===== src/rtl/core_seq.sv =====
// Instruction sequencer for one attention tile: fills qmem/kmem from a stream,
// loads keys, executes all queries and drains the ofifo into pmem.
module core_seq #(
  parameter int col = 8,
  parameter int bw  = 8,
  parameter int pr  = 8,
  parameter int n_q = 16,
  parameter int aw  = 4,
  parameter int gap = 2
) (
  input  logic                clk,
  input  logic                reset,
  input  logic                start,
  input  logic [pr*bw-1:0]    data_in,
  input  logic                data_valid,
  output logic                data_ready,
  input  logic                ofifo_valid,
  output logic [18:0]         core_inst,
  output logic [pr*bw-1:0]    core_mem_in,
  output logic                busy,
  output logic                done,
  output logic [2:0]          state_dbg
);

  // Handshake: a data beat transfers in any cycle where data_valid && data_ready
  // at the rising edge; data_ready depends only on the state register.

  typedef enum logic [2:0] {
    S_IDLE  = 3'd0,
    S_QWR   = 3'd1,
    S_KWR   = 3'd2,
    S_KLOAD = 3'd3,
    S_GAP   = 3'd4,
    S_EXEC  = 3'd5,
    S_ORD   = 3'd6,
    S_DONE  = 3'd7
  } state_t;

  localparam int gw = (gap > 1) ? $clog2(gap) : 1;
  localparam logic [aw-1:0] q_last = aw'(n_q - 1);
  localparam logic [aw-1:0] k_last = aw'(col - 1);
  localparam logic [gw-1:0] g_last = gw'(gap - 1);

  state_t             state, nxt_state;
  logic [aw-1:0]      cnt, nxt_cnt;
  logic [gw-1:0]      gap_cnt, nxt_gap;
  logic [18:0]        nxt_inst;
  logic [pr*bw-1:0]   nxt_mem;
  logic               nxt_done;
  logic               beat;

  assign data_ready = (state == S_QWR) || (state == S_KWR);
  assign beat       = data_valid && data_ready;
  assign state_dbg  = state;

  always_comb begin
    nxt_state = state;
    nxt_cnt   = cnt;
    nxt_gap   = gap_cnt;
    nxt_inst  = '0;
    nxt_mem   = core_mem_in;
    nxt_done  = 1'b0;
    case (state)
      S_IDLE: if (start) nxt_state = S_QWR;
      S_QWR: begin
        if (beat) begin
          nxt_inst[4]     = 1'b1;
          nxt_inst[15:12] = 4'(cnt);
          nxt_mem         = data_in;
          if (cnt == q_last) nxt_state = S_KWR;
          else               nxt_cnt   = cnt + 1'b1;
        end
      end
      S_KWR: begin
        if (beat) begin
          nxt_inst[2]     = 1'b1;
          nxt_inst[15:12] = 4'(cnt);
          nxt_mem         = data_in;
          if (cnt == k_last) nxt_state = S_KLOAD;
          else               nxt_cnt   = cnt + 1'b1;
        end
      end
      S_KLOAD: begin
        nxt_inst[6]     = 1'b1;
        nxt_inst[3]     = 1'b1;
        nxt_inst[15:12] = 4'(cnt);
        if (cnt == k_last) nxt_state = S_GAP;
        else               nxt_cnt   = cnt + 1'b1;
      end
      S_GAP: begin
        if (gap_cnt == g_last) nxt_state = S_EXEC;
        else                   nxt_gap   = gap_cnt + 1'b1;
      end
      S_EXEC: begin
        nxt_inst[7]     = 1'b1;
        nxt_inst[5]     = 1'b1;
        nxt_inst[15:12] = 4'(cnt);
        if (cnt == q_last) nxt_state = S_ORD;
        else               nxt_cnt   = cnt + 1'b1;
      end
      S_ORD: begin
        // A stalled ofifo simply holds the read address until data shows up.
        if (ofifo_valid) begin
          nxt_inst[16]   = 1'b1;
          nxt_inst[0]    = 1'b1;
          nxt_inst[11:8] = 4'(cnt);
          if (cnt == q_last) nxt_state = S_DONE;
          else               nxt_cnt   = cnt + 1'b1;
        end
      end
      S_DONE: begin
        nxt_done  = 1'b1;
        nxt_state = S_IDLE;
      end
      default: nxt_state = S_IDLE;
    endcase
    if (nxt_state != state) begin
      nxt_cnt = '0;
      nxt_gap = '0;
    end
  end

  always_ff @(posedge clk) begin
    if (!reset) begin
      state       <= S_IDLE;
      cnt         <= '0;
      gap_cnt     <= '0;
      core_inst   <= '0;
      core_mem_in <= '0;
      busy        <= 1'b0;
      done        <= 1'b0;
    end else begin
      state       <= nxt_state;
      cnt         <= nxt_cnt;
      gap_cnt     <= nxt_gap;
      core_inst   <= nxt_inst;
      core_mem_in <= nxt_mem;
      busy        <= (nxt_state != S_IDLE);
      done        <= nxt_done;
    end
  end

endmodule


===== config.mk =====
export PLATFORM = sky130hd
export DESIGN_NAME = core_seq
export DESIGN_NICKNAME = d
export VERILOG_FILES = /design/src/rtl/core_seq.sv
export SDC_FILE = /design/constraint.sdc
export NUM_CORES = 1
export LEC_CHECK = 0
export ABC_AREA = 1
export BUFFER_PORTS_ARGS = -buffer_cell sky130_fd_sc_hd__buf_2
export CAP_MARGIN = 10
export CORE_MARGIN = 2
export CORE_UTILIZATION = 49
export CTS_CLUSTER_SIZE = 25
export DETAILED_ROUTE_END_ITERATION = 8
export PLACE_DENSITY = 0.95
export REMOVE_ABC_BUFFERS = 1
export SYNTH_ARGS = -nofsm -noshare
export SYNTH_HDL_FRONTEND = slang
export SYNTH_SLANG_ARGS = --single-unit

===== constraint.sdc =====
create_clock -name clk -period 3.3 [get_ports clk]
set_clock_uncertainty 0.15 [all_clocks]
set_input_delay 0.99 -clock clk [delete_from_list [all_inputs] [get_ports clk]]
set_output_delay 0.99 -clock clk [all_outputs]
set_load 0.02 [all_outputs]

# Word level (Yosys, flattened, before mapping)
# Cells that the tools add are included.
# totals
regBits,93
# op_classes
mux,26
n_bitwise,1
eq_ne,13
n_addsub,2
reduce_logical,13
# op_table
operator,count
2-to-1 mux 3 bit,10
2-to-1 mux 4 bit,6
one-hot mux 3 bit (8 select lines),1
one-hot mux 4 bit (5 select lines),1
"equality test 3 bit, second input constant",4
one-hot mux 4 bit (2 select lines),1
2-to-1 mux 1 bit,7
"equality test 3 x 2 -> 1 bit, second input constant",2
"inequality test 2 bit, second input constant",3
AND reduction 2 bit,3
OR reduction 2 bit,3
nonzero test 5 bit,1
"adder 4 x 1 -> 4 bit, second input constant",1
"equality test 4 x 3 -> 1 bit, second input constant",1
"equality test 4 bit, second input constant",1
AND reduction 4 bit,1
"equality test 3 x 1 -> 1 bit, second input constant",1
logical NOT 3 bit,1
inequality test 3 bit,1
AND reduction 3 bit,1
nonzero test 3 bit,1
"adder 1 bit, second input constant",1
logical AND 1 bit,1
logical OR 1 bit,1
inverter 1 bit,1

# Logic depth before layout (Yosys ltp)
# Gate-level depths: netlist of the first run.
# logic_depth
depth_word,7
mapped_depth,11

# Worst setup path before layout of the first run
# No wires, ideal clock.
# synth_timing
path_type,reg-to-output
startpoint,register state[0] (netlist: state_dbg[0])
endpoint,output data_ready
arrival_time_ns,0.975
stages_incl_launch_ff,5
required_ns,2.160
path_buffers,0
setup_slack_ns,1.185
cell_sequence,dfxtp_1 -> inv_2 -> nor2_2 -> nand2_2 -> nand2_2
# synth_via
elab_chain_len,2
word_cells_on_any_way,3
# synth_rtl
element,line,rtl
from (decl),44,"state_t state, nxt_state;"
from (signal assigned),133,state <= nxt_state;
equality test 3 x 1 -> 1 bit / equality test 3 x 2 -> 1 bit (equally long branches),52,assign data_ready = (state == S_QWR) || (state == S_KWR);
logical OR 1 bit *,52,
to (decl),16,"output logic data_ready,"
# Every way passes the cells marked *; elsewhere a longest branch is shown, timed or not.

# Worst setup path after layout of the first run
# layout_timing
startpoint,register state[1] (netlist: state_dbg[1])
endpoint,output data_ready
# The elaborated chain is that of the path after synthesis.

==> results of run 1 <==
## state kept, by name, indices dropped and copies added (netlist names)
signal,count
cnt,4
state_dbg,3
core_inst,13
gap_cnt,1
done,1
busy,1
core_mem_in,64
## routing by layer
layer | vias up | GRT usage [%] | routed length, um
met5 | - | 0 | 0
met4 | 0 | 11.0 | 188
met3 | 18 | 4.47 | 688
met2 | 164 | 37.2 | 3950
met1 | 1366 | 25.6 | 3130
li1 | 1595 | - | -
## metrics by stage
step	area, um^2	utilization, %	setup WS (ns)	total power [mW]
after CTS	4210	66.3	0.690	2.44
after floorplan	3050	-	0.685	1.36
after global routing	4210	66.3	0.562	2.53
after global placement	3950	62.2	1.08	1.49
final	4210	66.3	0.699	2.41
after detailed placement	3950	62.2	1.04	1.50
## worst reg2reg max path, stage by stage (launching register included)
cell     delay (ns)
dfxtp_1        0.48
inv_1          0.11
nor2_2         0.18
nand2_1        0.09
nand2_2        0.09
nand2_2        0.06
inv_2          0.38
buf_12         0.27
nor2_1         0.09
nor2_1         0.13
## cell type report
class / count / area [um^2]
Clock buffer: 10 / 128
Clock inverter: 6 / 133
Sequential cell: 87 / 1740
Fill cell: 550 / 2140
Multi-Input combinational cell: 286 / 1240
Timing Repair Buffer: 157 / 806
Inverter: 19 / 71.3
Tap cell: 77 / 96.3
## cells by family after synthesis
group,after synthesis,synth area share (%)
XOR/XNOR,3,0.818
AND/OR/NAND/NOR,208,25.8
AO/OA/AOI/OAI,71,11.1
flip-flops,87,54.2
adder cells (fa/ha/maj),1,0.389
buffers and inverters,48,7.48
other,1,0.117
## worst min path at each step
stage          slack (ns)              end
6_report             0.33   core_mem_in[5]
5_1_grt              0.36  core_mem_in[47]
4_1_cts              0.33   core_mem_in[5]
3_5_place_dp         0.31   core_mem_in[5]
3_3_place_gp         0.31  core_mem_in[44]
2_1_floorplan        0.30          gap_cnt
## report_power, final
| part | internal, mW | total [mW] | switching (mW) | leakage, nW |
|---|---|---|---|---|
| registers | 1.11 | 1.14 | 0.0302 | 0.710 |
| logic | 0.122 | 0.337 | 0.215 | 1.24 |
| clock network | 0.578 | 0.938 | 0.360 | 0.126 |
| total | 1.81 | 2.41 | 0.605 | 2.08 |
## cell usage after synthesis
cell	count
nor2_1	157
dfxtp_1	87
o21ai_0	55
nand2_1	24
inv_1	17
o21ai_1	13
nand3_1	12
buf_4	10
clkbuf_1	10
buf_2	6
nor3_1	5
nand2_2	3
xor2_1	3
a21oi_1	2
buf_6	2
inv_2	2
nand4_1	2
nor2_2	2
buf_1	1
conb_1	1
ha_1	1
nand3b_1	1
nor3b_1	1
o21a_1	1
or2_2	1
==> impl_metrics.env, run 1 <==
export IMPL_outcome="finished clean"
export IMPL_worst_ep_required_time_ns=2.16
export IMPL_slowest_stage="dfxtp_1"
export IMPL_cts_hold_buf=0
export IMPL_fp_row_count=29
export IMPL_synth_area_leaders="dfxtp_1 (54%), nor2_1 (18%), o21ai_0 (8.6%)"
export IMPL_crit_start="state_dbg[1]"
export IMPL_setup_tns_ns=0
export IMPL_r2r_start="state_dbg[1]"
export IMPL_fp_dieH_um=85.0
export IMPL_synthesis_instances=419
export IMPL_yosys_register_bits=87
export IMPL_crit_buf_inv=2
export IMPL_synth_cell_types=25
export IMPL_insertion_delay_ns=0.34
export IMPL_cp_depth=5
export IMPL_routed_wl_um=7960
export IMPL_fin_nets=630
export IMPL_min_period_over_period_pct=78.8
export IMPL_end_kind="primary output"
export IMPL_grt_pass1_wl_um=12600
export IMPL_postRouteAntennaNets=0
export IMPL_yosysTopAreaCell="dfxtp_1"
export IMPL_crit_path_max_incr_delay_ns=0.48
export IMPL_placedCellCount=626
export IMPL_gp_congestion=0.891
export IMPL_critical_path_max_fanout=8
export IMPL_hold_viol=0
export IMPL_final_common_cell="nor2_1"
export IMPL_via_per_inst=4.90
export IMPL_htree_levels=3
export IMPL_holdWs_ns=0.327
export IMPL_slew_limit_headroom_pct=64.4
export IMPL_vias=3143
export IMPL_final_cell_mix="nor2_1 (157), buf_2 (154), dfxtp_1 (87), o21ai_0 (55), nand2_1 (24)"
export IMPL_place_hpwl_um=5760
export IMPL_crit_path_end="data_ready"
export IMPL_chipWidth_um=85.0
export IMPL_reg2reg_slack_ns=1.22
export IMPL_path_cells="inv_1 -> nor2_2 -> nand2_1 -> nand2_2 -> buf_2"
export IMPL_dr_first_iter_drc_count=142
export IMPL_drv_slew=0
export IMPL_worst_pin_slew_ns=0.534
export IMPL_synth_top_area_share_pct=54.2
export IMPL_post_cts_resized=0
export IMPL_wire_per_inst_um=12.4
export IMPL_holdPathStages=2
export IMPL_first_pass_iters=5
export IMPL_layout_drive_gt1_share_pct=31.9
export IMPL_antenna_found_initial=0
export IMPL_cap_violations=0
export IMPL_synth_area_per_cell_um2=7.67
export IMPL_ys_warn_count=0
export IMPL_numCtsBuffers=9
export IMPL_grt_max_degree=65
export IMPL_n_antenna_cell=0
export IMPL_pin_count=158
export IMPL_dieArea_mm2=0.00722
export IMPL_finalCriticalPeriod_ns=2.60
export IMPL_reg2regPathDepth=9
export IMPL_critPathKind="reg -> out"
export IMPL_hold_class="reg -> reg"
export IMPL_worstHoldStart="core_mem_in[5]"
export IMPL_initial_utilization_pct=50.6
export IMPL_start_kind="register"
export IMPL_synth_area_mm2=0.00321
export IMPL_grt_use_total_pct=21.7
export IMPL_r2r_end="core_mem_in[15]"
export IMPL_portBuffers=154
export IMPL_gr_total_overflow=0
export IMPL_clk_path_buf_depth=2
export IMPL_post_cts_buffers=0
export IMPL_clk_pin_slew_ns=0.08
export IMPL_finalSetupViolCount=0
export IMPL_cts_tree="done"
export IMPL_clock_sinks=87
export IMPL_ir_drop_v=0.000314
export IMPL_core_area_mm2=0.00635
export IMPL_leakagePower_nw=2.08
export IMPL_final_cell_count_no_fill=642
export IMPL_fmax_ghz=0.384
export IMPL_ctsRootBufferMaster="clkbuf_8"
export IMPL_post_route_drc_count=0
export IMPL_area_growth_syn_to_layout_pct=31.2
export IMPL_critPathTopFamily="flip-flops"
export IMPL_yosysSeqAreaShare_pct=54.2
export IMPL_arrival_ns=1.46
export IMPL_power_per_cell_area_mw_per_mm2=573
export IMPL_rsz0062_at_grt="no"
export IMPL_grt_pass1_vias=2855
Power figures use the tool's default switching activity.
==> run 2, diff against run 1 <==
Settings changed: CORE_UTILIZATION 49 to 45, PLACE_DENSITY 0.95 to 0.91.
Clock period 3.3 ns to 2.5 ns, I/O delays scaled along.
==> impl_metrics.env, run 2 (same netlist as run 1, synthesis figures left out) <==
export IMPL_outcome="finished clean"
export IMPL_grt_pass1_vias=2777
export IMPL_fin_util_pct=61.1
export IMPL_worst_pin_slew_ns=0.561
export IMPL_min_period_over_period_pct=94.2
export IMPL_rsz0062_at_grt="no"
export IMPL_fillers=629
export IMPL_power_per_cell_area_mw_per_mm2=706
export IMPL_core_area_mm2=0.00687
export IMPL_placedCellCount=645
export IMPL_multi_input_area_mm2=0.00124
export IMPL_ir_drop_v=0.000447
export IMPL_fin_nets=630
export IMPL_chipWidth_um=88.5
export IMPL_setup_ws_ns=0.144
export IMPL_end_kind="primary output"
export IMPL_setup_tns_ns=0
export IMPL_start_kind="register"
export IMPL_worst_ep_required_time_ns=1.60
export IMPL_final_cell_area_mm2=0.00419
export IMPL_layout_drive_gt1_share_pct=32.0
export IMPL_placed_area_mm2=0.00398
export IMPL_holdPathStages=2
export IMPL_reg2regPathDepth=9
export IMPL_dr_first_iter_drc_count=83
export IMPL_regArea_mm2=0.00174
export IMPL_grt_max_degree=65
export IMPL_fp_dieH_um=88.5
export IMPL_routed_wl_um=8020
export IMPL_slew_limit_headroom_pct=62.6
export IMPL_vias=3139
export IMPL_cap_violations=0
export IMPL_gr_total_overflow=0
export IMPL_first_pass_iters=4
export IMPL_n_antenna_cell=0
export IMPL_hold_class="reg -> reg"
export IMPL_r2r_end="core_mem_in[10]"
export IMPL_arrival_ns=1.46
export IMPL_fin_total_pwr_mw=2.96
export IMPL_final_cell_count_no_fill=661
export IMPL_worstHoldStart="core_mem_in[39]"
export IMPL_cts_tree="done"
export IMPL_grt_pass1_wl_um=11900
export IMPL_reg2reg_slack_ns=0.31
export IMPL_clk_pin_slew_ns=0.09
export IMPL_finalSetupViolCount=0
export IMPL_critPathKind="reg -> out"
export IMPL_gp_congestion=0.850
export IMPL_drv_slew=0
export IMPL_r2r_start="state_dbg[0]"
export IMPL_place_hpwl_um=5860
export IMPL_antenna_found_initial=0
export IMPL_pin_count=158
export IMPL_leakagePower_nw=2.06
export IMPL_hold_viol=0
export IMPL_fp_row_count=30
export IMPL_area_growth_syn_to_layout_pct=30.6
export IMPL_critical_path_max_fanout=6
export IMPL_clock_sinks=87
export IMPL_final_common_cell="nor2_1"
export IMPL_min_to="core_mem_in[39]"
export IMPL_final_cell_mix="nor2_1 (157), buf_2 (154), dfxtp_1 (87), o21ai_0 (55), nand2_1 (24)"
export IMPL_reg_top3="core_mem_in: 64 flops, core_inst: 13 flops, cnt: 4 flops"
export IMPL_holdWs_ns=0.335
export IMPL_place_ws_ns=0.234
export IMPL_ctsRootBufferMaster="clkbuf_8"
export IMPL_dieArea_mm2=0.00783
export IMPL_portBuffers=154
export IMPL_post_route_drc_count=0
export IMPL_wire_per_inst_um=12.1
export IMPL_fmax_ghz=0.424
export IMPL_top_register="core_mem_in"
export IMPL_postRouteAntennaNets=0
export IMPL_numCtsBuffers=9
export IMPL_insertion_delay_ns=0.34
export IMPL_htree_levels=3
export IMPL_initial_utilization_pct=46.8
export IMPL_grt_use_total_pct=19.5
export IMPL_largest_register_ffs=64
export IMPL_via_per_inst=4.75
export IMPL_finalCriticalPeriod_ns=2.36
export IMPL_clk_path_buf_depth=2
-- run 2: worst max-delay path by stage --
stage / startpoint / end / slack [ns] / depth (start not counted)
finish: state_dbg[0] / data_ready / 0.14 / 5
global route: state_dbg[0] / data_ready / 0.03 / 5
CTS: state_dbg[0] / data_ready / 0.14 / 5
detailed placement: state_dbg[0] / core_mem_in[10] / 0.23 / 9
global placement: state_dbg[0] / core_mem_in[63] / 0.26 / 9
floorplan: state_dbg[0] / busy / -0.11 / 10
-- run 2: routing by layer --
layer / track usage (%) / vias up / wire [um] / share of wire [%]
li1: - / 1596 / - / -
met1: 22.0 / 1408 / 3330 / 42
met2: 35.0 / 120 / 3990 / 50
met3: 5.32 / 15 / 592 / 7.4
met4: 7.30 / 0 / 110 / 1.4
met5: 0 / - / 0 / 0
-- run 2: area by class of cell --
cell class                      count  area share [%]
Timing Repair Buffer              157            19.3
Inverter                           19            1.70
Clock buffer                       11            3.61
Sequential cell                    87            41.5
Multi-Input combinational cell    286            29.5
Tap cell                           96            2.86
Clock inverter                      5            1.49
-- run 2: critical path, stage by stage (launching register included) --
cell     delay (ns)
dfxtp_1        0.45
inv_2          0.10
nor2_2         0.21
nand2_2        0.10
nand2_2        0.09
buf_2          0.17
-- run 2: where the power goes --
part | switching [mW] | internal, mW
combinational | 0.286 | 0.162
sequential | 0.0402 | 1.46
clock | 0.486 | 0.524
-- run 2: what timing repair did --
action,4_1_cts,5_1_grt
endpoints found under the setup margin,0,1
setup buffers,0,0
hold buffers,0,0
gates resized for setup,0,1
